===== src/rtl/bin2bcd_seq_pkg.sv =====
// rtl/bin2bcd_seq_pkg.sv - shared types and constants for the sequential binary-to-BCD converter
package bin2bcd_seq_pkg;

    localparam int BCD_DIGIT_W    = 4;
    localparam int DEFAULT_DIGITS = 8;
    localparam int DEFAULT_BIN_W  = 27;

    typedef enum logic [1:0] {
        ST_IDLE  = 2'd0,
        ST_SHIFT = 2'd1,
        ST_DONE  = 2'd2
    } state_t;

endpackage


===== src/rtl/bin2bcd_seq_if.sv =====
// rtl/bin2bcd_seq_if.sv - request/result bundle between a client and the converter
interface bin2bcd_seq_if
    import bin2bcd_seq_pkg::*;
#(
    parameter int BIN_W  = DEFAULT_BIN_W,
    parameter int DIGITS = DEFAULT_DIGITS
);

    logic                            start;
    logic [BIN_W-1:0]                bin;
    logic                            busy;
    logic                            done;
    logic [BCD_DIGIT_W*DIGITS-1:0]   bcd;
    logic                            ovf;

    modport master (
        output start,
        output bin,
        input  busy,
        input  done,
        input  bcd,
        input  ovf
    );

    modport slave (
        input  start,
        input  bin,
        output busy,
        output done,
        output bcd,
        output ovf
    );

endinterface


===== src/rtl/bin2bcd_seq_add3.sv =====
// rtl/bin2bcd_seq_add3.sv - per-digit add-3 correction applied before each shift
module bin2bcd_seq_add3
    import bin2bcd_seq_pkg::*;
(
    input  logic [BCD_DIGIT_W-1:0] in_digit,
    output logic [BCD_DIGIT_W-1:0] out_digit
);

    // A digit of 5 or more would become >= 10 after doubling, so pre-bias it by 3.
    always_comb begin
        out_digit = in_digit;
        if (in_digit >= BCD_DIGIT_W'(5)) begin
            out_digit = in_digit + BCD_DIGIT_W'(3);
        end
    end

endmodule


===== src/rtl/bin2bcd_seq.sv =====
// rtl/bin2bcd_seq.sv - double-dabble converter, one add-3/shift step per clock
module bin2bcd_seq
    import bin2bcd_seq_pkg::*;
#(
    parameter int BIN_W  = DEFAULT_BIN_W,
    parameter int DIGITS = DEFAULT_DIGITS
)(
    input  logic          CLOCK_50,
    input  logic          RESET,
    bin2bcd_seq_if.slave  bus
);

    localparam int BCD_W = BCD_DIGIT_W * DIGITS;
    localparam int CNT_W = $clog2(BIN_W + 1);

    state_t             state_q;
    state_t             state_d;
    logic [CNT_W-1:0]   cnt_q;
    logic [BIN_W-1:0]   bin_sh_q;
    logic [BCD_W-1:0]   work_q;
    logic               ovf_work_q;
    logic [BCD_W-1:0]   bcd_q;
    logic               ovf_q;

    logic [BCD_W-1:0]   corr;
    logic [BCD_W-1:0]   work_next;
    logic               out_bit;
    logic               accept;
    logic               last_step;

    genvar g;
    generate
        for (g = 0; g < DIGITS; g++) begin : g_add3
            bin2bcd_seq_add3 u_add3 (
                .in_digit  (work_q[g*BCD_DIGIT_W +: BCD_DIGIT_W]),
                .out_digit (corr[g*BCD_DIGIT_W +: BCD_DIGIT_W])
            );
        end
    endgenerate

    // The corrected digits shift left one place, taking the next binary MSB in at the bottom;
    // the bit leaving the top digit means the value does not fit in DIGITS digits.
    always_comb begin
        work_next = {corr[BCD_W-2:0], bin_sh_q[BIN_W-1]};
        out_bit   = corr[BCD_W-1];
    end

    // State register.
    always_ff @(posedge CLOCK_50) begin
        if (RESET) begin
            state_q <= ST_IDLE;
        end else begin
            state_q <= state_d;
        end
    end

    // Next state and status outputs; start is only honoured when not shifting.
    always_comb begin
        state_d   = state_q;
        accept    = 1'b0;
        last_step = 1'b0;
        bus.busy  = 1'b0;
        bus.done  = 1'b0;
        case (state_q)
            ST_IDLE: begin
                if (bus.start) begin
                    accept  = 1'b1;
                    state_d = ST_SHIFT;
                end
            end
            ST_SHIFT: begin
                bus.busy = 1'b1;
                if (cnt_q == CNT_W'(1)) begin
                    last_step = 1'b1;
                    state_d   = ST_DONE;
                end
            end
            ST_DONE: begin
                bus.done = 1'b1;
                if (bus.start) begin
                    accept  = 1'b1;
                    state_d = ST_SHIFT;
                end else begin
                    state_d = ST_IDLE;
                end
            end
            default: begin
                state_d = ST_IDLE;
            end
        endcase
    end

    // Working registers, iteration counter and the result registers that only move on the last step.
    always_ff @(posedge CLOCK_50) begin
        if (RESET) begin
            cnt_q      <= '0;
            bin_sh_q   <= '0;
            work_q     <= '0;
            ovf_work_q <= 1'b0;
            bcd_q      <= '0;
            ovf_q      <= 1'b0;
        end else if (accept) begin
            cnt_q      <= CNT_W'(BIN_W);
            bin_sh_q   <= bus.bin;
            work_q     <= '0;
            ovf_work_q <= 1'b0;
        end else if (state_q == ST_SHIFT) begin
            cnt_q      <= cnt_q - CNT_W'(1);
            bin_sh_q   <= bin_sh_q << 1;
            work_q     <= work_next;
            ovf_work_q <= ovf_work_q | out_bit;
            if (last_step) begin
                bcd_q <= work_next;
                ovf_q <= ovf_work_q | out_bit;
            end
        end
    end

    assign bus.bcd = bcd_q;
    assign bus.ovf = ovf_q;

endmodule


===== src/flat_wrapper.sv =====
// flat-port wrapper written by rule: the top's interface ports become plain ports
module bin2bcd_seq_flat import bin2bcd_seq_pkg::*;
#(
    parameter int BIN_W  = DEFAULT_BIN_W,
    parameter int DIGITS = DEFAULT_DIGITS
)
  (CLOCK_50, RESET, bus_start, bus_bin, bus_busy, bus_done, bus_bcd, bus_ovf);
  bin2bcd_seq_if #(.BIN_W(BIN_W), .DIGITS(DIGITS)) bus_i ();
  input  logic CLOCK_50;
  input  logic RESET;
  input wire logic [$bits(bus_i.start)-1:0] bus_start;
  input wire logic [$bits(bus_i.bin)-1:0] bus_bin;
  output wire logic [$bits(bus_i.busy)-1:0] bus_busy;
  output wire logic [$bits(bus_i.done)-1:0] bus_done;
  output wire logic [$bits(bus_i.bcd)-1:0] bus_bcd;
  output wire logic [$bits(bus_i.ovf)-1:0] bus_ovf;
  assign bus_i.start = bus_start;
  assign bus_i.bin = bus_bin;
  assign bus_busy = bus_i.busy;
  assign bus_done = bus_i.done;
  assign bus_bcd = bus_i.bcd;
  assign bus_ovf = bus_i.ovf;
  bin2bcd_seq #(.BIN_W(BIN_W), .DIGITS(DIGITS)) u_core (.CLOCK_50(CLOCK_50), .RESET(RESET), .bus(bus_i));
endmodule

===== config.mk =====
export PLATFORM = sky130hd
export DESIGN_NAME = bin2bcd_seq_flat
export DESIGN_NICKNAME = d
export VERILOG_FILES = /design/src/rtl/bin2bcd_seq_pkg.sv /design/src/rtl/bin2bcd_seq_if.sv /design/src/rtl/bin2bcd_seq_add3.sv /design/src/rtl/bin2bcd_seq.sv /design/src/flat_wrapper.sv
export SDC_FILE = /design/constraint.sdc
export NUM_CORES = 1
export LEC_CHECK = 0
export BUFFER_PORTS_ARGS = -buffer_cell sky130_fd_sc_hd__buf_2
export CAP_MARGIN = 10
export CORE_MARGIN = 1.5
export CORE_UTILIZATION = 44
export CTS_BUF_LIST = sky130_fd_sc_hd__clkbuf_4
export DETAILED_ROUTE_END_ITERATION = 10
export HOLD_SLACK_MARGIN = 0.05
export SETUP_SLACK_MARGIN = 0.05
export SYNTH_ARGS = -nofsm -noshare
export SYNTH_HDL_FRONTEND = slang
export SYNTH_HIERARCHICAL = 1
export SYNTH_SLANG_ARGS = --single-unit

===== constraint.sdc =====
create_clock -name CLOCK_50 -period 4.3 [get_ports CLOCK_50]
set_input_delay 0.86 -clock CLOCK_50 [delete_from_list [all_inputs] [get_ports CLOCK_50]]
set_output_delay 0.86 -clock CLOCK_50 [all_outputs]
set_load 0.01 [all_outputs]

; Yosys cells after proc, flatten, opt, wreduce, memory -nomap -nowiden
; Cells that the tools add are included.
[classes]
bitwise = 2
n_reduce_logical = 6
n_mux = 22
n_lt_le_gt_ge = 8
add_sub_neg = 9
eq_ne = 5
[ops]
columns = operator, n
row1 = two-way mux 27 bit, 2
row2 = "adder 4 x 2 -> 4 bit, second input constant", 8
row3 = ">= comparator 4 x 3 -> 1 bit, second input constant", 8
row4 = two-way mux 4 bit, 8
row5 = two-way mux 5 bit, 2
row6 = two-way mux 1 bit, 7
row7 = one-hot mux 2 bit (3 select lines), 1
row8 = "equality test 5 x 1 -> 1 bit, second input constant", 1
row9 = "subtractor 5 x 1 -> 5 bit, second input constant", 1
row10 = two-way mux 2 bit, 2
row11 = OR reduction 2 bit, 2
row12 = AND reduction 3 bit, 1
row13 = "equality test 2 x 1 -> 1 bit, second input constant", 1
row14 = "equality test 2 bit, second input constant", 1
row15 = logical NOT 2 bit, 1
row16 = "inequality test 2 x 1 -> 1 bit, second input constant", 1
row17 = "inequality test 2 bit, second input constant", 1
row18 = AND reduction 2 bit, 1
row19 = nonzero test 2 bit, 1
row20 = inverter 1 bit, 1
row21 = bitwise OR 1 bit, 1
[totals]
output_inout_bits = 35
register_bits = 100
wordCells = 60

; Longest topological paths before layout
[logic_depth]
ltp_word = 5
ltp_mapped = 8
ltp_nobuf = 8

; Cells and area by module
; Netlist, hierarchy kept.
[modules_own_cells]
columns = mod, area_per_inst_um2, cells_per_inst, instances
row1 = bin2bcd_seq, 3998.8, 456, 1
row2 = bin2bcd_seq_add3, 101.3, 16, 8

; Worst setup path before layout
; Ideal clock, no wire load.
[synth_path]
kind = reg-to-output
startpoint = register u_core.state_q[1]
endpoint = output bus_busy
required_ns = 3.440
n_path_buf = 2
slack_ns = 2.357
stages_incl_launch_ff = 5
t_arrival_ns = 1.083
path_cell_list = dfxtp_1 nand2b_1 clkbuf_2 inv_2 buf_1
[synth_via]
elab_chain_len = 2
[synth_rtl]
columns = item, line
row1 = "start, declared", bin2bcd_seq.sv:16  ; state_t state_q;
row2 = "start signal, assigned", bin2bcd_seq.sv:53  ; state_q <= state_d;
row3 = equality test 2 x 1 -> 1 bit, bin2bcd_seq.sv:64  ; case (state_q)
row4 = two-way mux 1 bit, bin2bcd_seq.sv:64
row5 = "end, declared", flat_wrapper.sv:13  ; output wire logic [$bits(bus_i.busy)-1:0] bus_busy;
; No other way between the ends.

; Final worst setup path
[layout_path]
startpoint = register u_core.state_q[0]
endpoint = output bus_busy
; Same word-level chain as after synthesis.

==> results <==
- After detailed placement, the design holds a cell count of 753.
- The biggest cell delay along the critical path is 0.46 ns.
- From bottom edge to top edge, the die measures 108 um.
- The per-cell routed wire length is 12.7 um.
- The via count is 3879.
- The element type at the critical path start is a flop.
- The initial core utilization is 0.460.
- The iteration count of the initial detailed-routing pass is 5.
- The static leakage power is 2.02 nW.
- 0 antenna diodes ended up in the layout.
- In this run, synthesis inferred 0 flip-flops with an integrated enable.
- The clock skew after layout is 0.0193 ns.
- The cell count after synthesis is 584.
- The clock insertion delay at the later pin of the skew report is 0.46 ns.
- The number of endpoints failing setup at the final stage is 0.
- In the routed design, unresolved DRC markers number 0.
- The standard cell core area is 0.0105 sq mm.
- For this run, asynchronously set or reset flops after synthesis account for 0.
- The hold violation total from the final report came to 0.
- The sequential element share of the synthesized area is 0.416.
- The path class of the tightest hold or removal check is reg2reg.
- In the global route stage, overall resource usage came out at 0.178.
- The commonest cells after synthesis are 117 x sky130_fd_sc_hd__nand2_1, 100 x sky130_fd_sc_hd__dfxtp_1, 85 x sky130_fd_sc_hd__nand2b_1.
- After synthesis the netlist holds a flip-flop and latch count of 100.
- For this run, the top clock speed supported by timing is 421 MHz.
- The clock-pin slew reported for the worst setup and hold paths after clock tree synthesis is 0.15 ns.
- The flow ran to the end, and the final reports show no timing, DRC or antenna violations.
- The number of global-route vias before repair is 3699.
- The setup total negative slack is 0 ns.
- The number of vias per cell is 5.04.
- The area of the mapped netlist is 0.00481 sq mm.
- The share of cell area taken by muxes after synthesis is 0.0853.
- The arithmetic-cell share of the synthesized area counting full adders, half adders and majority gates is 0.0468.
- The largest net degree at the start of global routing is 69.
- The synthesized-area fraction occupied by ao, oa, aoi and oai cells is 0.114.
- For the worst setup path, the data arrival time is 1.52 ns.
- Clock tree synthesis selected as its root buffer the cell sky130_fd_sc_hd__clkbuf_4.
- The routability congestion estimate is 0.755.
- The post-synth net total is 632.
- The number of nets at the end of the flow is 676.
- For the worst setup path, the data required time is 3.44 ns.
- The count of different cell masters after synthesis is 30.
- The initialized floorplan defines 37 standard-cell rows.
- The final core utilization is 0.511.
- The count of pins on the block boundary is 65.
- The yosys synthesis warning count is 6.
- The post-cts repair resize count is 0.
- The initial antenna violation count is 0.
- The most common cell in the synthesized netlist is sky130_fd_sc_hd__nand2_1.
- The worst setup path is of the reg2out kind.
- The detailed placement HPWL is 6.34 mm.
- The biggest area contributor in the post-synthesis netlist is sky130_fd_sc_hd__dfxtp_1.
- Timing analysis after detailed placement gives a worst setup slack of 1.70 ns.
- For the pin with the worst max-slew slack, the measured transition is 0.897 ns.
- The worst vdd rail ir drop is 173 uV.
- The part of the cycle the worst path needs is 0.553.
- From left edge to right edge, the die measures 108 um.
- After the flow finishes, the layout carries non-filler instances totaling 769.
- The first global-routing pass estimated 16.6 mm of wire.
- The count of routing violations after the opening detailed-route iteration is 153.
- The number of buffers between clock root and the deepest sink is 2.
- In the final layout, the share of cells above drive strength 1 is 0.155.
- The count of buffers added on input and output ports is 64.
- The number of clock buffers inserted by TritonCTS is 9.
- The cell type of the slowest stage on the worst timing path is sky130_fd_sc_hd__dfxtp_1.
- The count of antenna-violating nets left after detailed routing is 0.
- Across the run, the number of max-cap violations was 0.
- TritonCTS built the clock tree.
- The area added between synthesis and finish is 11.2%.
- The clock net sink count is 100.
- The simple-gate area share of the yosys netlist is 0.270.
- The critical path goes through nand2b_2 > inv_2 > buf_2.
- The largest family of logic cells by synthesized area is simple AND/OR/NAND/NOR gates.
- Across all setup checks in the final design, the least slack found is 1.92 ns.
- The area share of the largest cell type after synthesis is 0.416.
- Setup repair after global routing left no endpoint under its margin.
- The time the final worst path needs with I/O delays and setup is 2.38 ns.
- Once the clock tree was built, the setup fixing pass inserted 0 buffers.
- The deepest level of the CTS H-tree is 3.
- Of the total synthesized cell area, the portion taken by XOR and XNOR cells is 0.0182.
- The most used flip-flop cell after synthesis is sky130_fd_sc_hd__dfxtp_1.
- The nature of the critical path endpoint is an output port.
- The overall overflow remaining after global route is 0.
- The number of hold buffers added after CTS is 0.
- The largest driver fanout on the critical path is 23.
- The mean cell area of the mapped netlist is 8.24 sq um.
- The floorplan step defined a die boundary enclosing 0.0116 sq mm.
- Measured against its own limit, the worst slew margin works out to 0.402.
- By area the synthesized netlist is led by sky130_fd_sc_hd__dfxtp_1 42%, sky130_fd_sc_hd__nand2b_1 11%, sky130_fd_sc_hd__nand2_1 9.1%.
- The power per standard cell area is 324 mW/mm^2.
- The final max-slew violation count came to 0.
- The total power is 1.73 mW.
- The final layout contains routed wiring with a total length of 9.74 mm.
## logic make-up (layout without fill, tap and decap cells)
logic type | count (synthesis) | after routing
flip-flops | 100 | 100
AND/OR/NAND/NOR | 267 | 267
AO/OA/AOI/OAI | 91 | 91
XOR/XNOR | 10 | 10
adder cells (fa/ha/maj) | 18 | 18
multiplexers | 41 | 41
buffers and inverters | 57 | 106
## report_power, final
group	total [mW]	leakage, nW	internal (mW)	switching [mW]
Sequential	0.982	0.813	0.961	0.0207
Combinational	0.185	1.12	0.0727	0.112
Clock	0.565	0.0888	0.244	0.321
## state kept, by name, summed over array words and instances, names as in the netlist
name               count
u_core/bus.bcd        32
u_core/work_q         32
u_core/bin_sh_q       27
u_core/cnt_q           5
u_core/state_q         2
u_core/bus.ovf         1
u_core/ovf_work_q      1
## worst max-delay path: cells and delay by family (launching register included)
family	cells	cell delay, ns
flops	1	0.46
buf+inv	2	0.27
simple gates	1	0.33
## worst paths after layout
kind	from	endpoint	slack (ns)	depth (start not counted)
worst max-delay path	u_core/state_q[0]	bus_busy	1.92	3
worst min-delay path	u_core/bus.bcd[23]	u_core/bus.bcd[23]	0.48	2
worst max register to register	u_core/cnt_q[0]	u_core/bus.bcd[27]	2.18	5
worst min register to register	u_core/bus.bcd[23]	u_core/bus.bcd[23]	0.48	2
## per-layer routing
metal	vias to the layer above	wire length, um	track usage	part of all wire
li1	2025	-	-	-
met2	65	4450	0.302	0.46
met1	1779	4810	0.221	0.49
met4	0	119	0.0658	0.012
met3	10	364	0.0375	0.037
met5	-	0	0	0
## per-stage QoR
stage                     hold WS (ns)  cell area (sq um)
after floorplan                  0.437               4810
after global placement           0.454               5190
after detailed placement         0.461               5190
after CTS                        0.483               5350
after global routing             0.501               5350
final                            0.484               5350
## area by class of cell
| type | instances | area [sq um] |
|---|---|---|
| Fill cell | 1093 | 5110 |
| Multi-Input combinational cell | 427 | 2570 |
| Sequential cell | 100 | 2000 |
| Timing Repair Buffer | 71 | 373 |
| Tap cell | 136 | 170 |
| Clock inverter | 6 | 86.3 |
| Clock buffer | 10 | 75.1 |
| Inverter | 19 | 71.3 |
## cell usage in the layout, fill, tap and decap left out, types with 9 or more instances in the layout
master / n
sky130_fd_sc_hd__a311oi_1: 10
sky130_fd_sc_hd__o22ai_1: 16
sky130_fd_sc_hd__nand2_1: 117
sky130_fd_sc_hd__buf_2: 64
sky130_fd_sc_hd__o21ai_1: 9
sky130_fd_sc_hd__clkbuf_4: 10
sky130_fd_sc_hd__inv_1: 18
sky130_fd_sc_hd__nand2b_1: 84
sky130_fd_sc_hd__nor2_1: 22
sky130_fd_sc_hd__ha_1: 18
sky130_fd_sc_hd__mux2i_1: 41
sky130_fd_sc_hd__dfxtp_1: 100
sky130_fd_sc_hd__a21oi_1: 35
sky130_fd_sc_hd__xnor2_1: 9
sky130_fd_sc_hd__nor3_1: 34
sky130_fd_sc_hd__o21ai_0: 9
No activity file was read; power rests on OpenSTA's default activity.
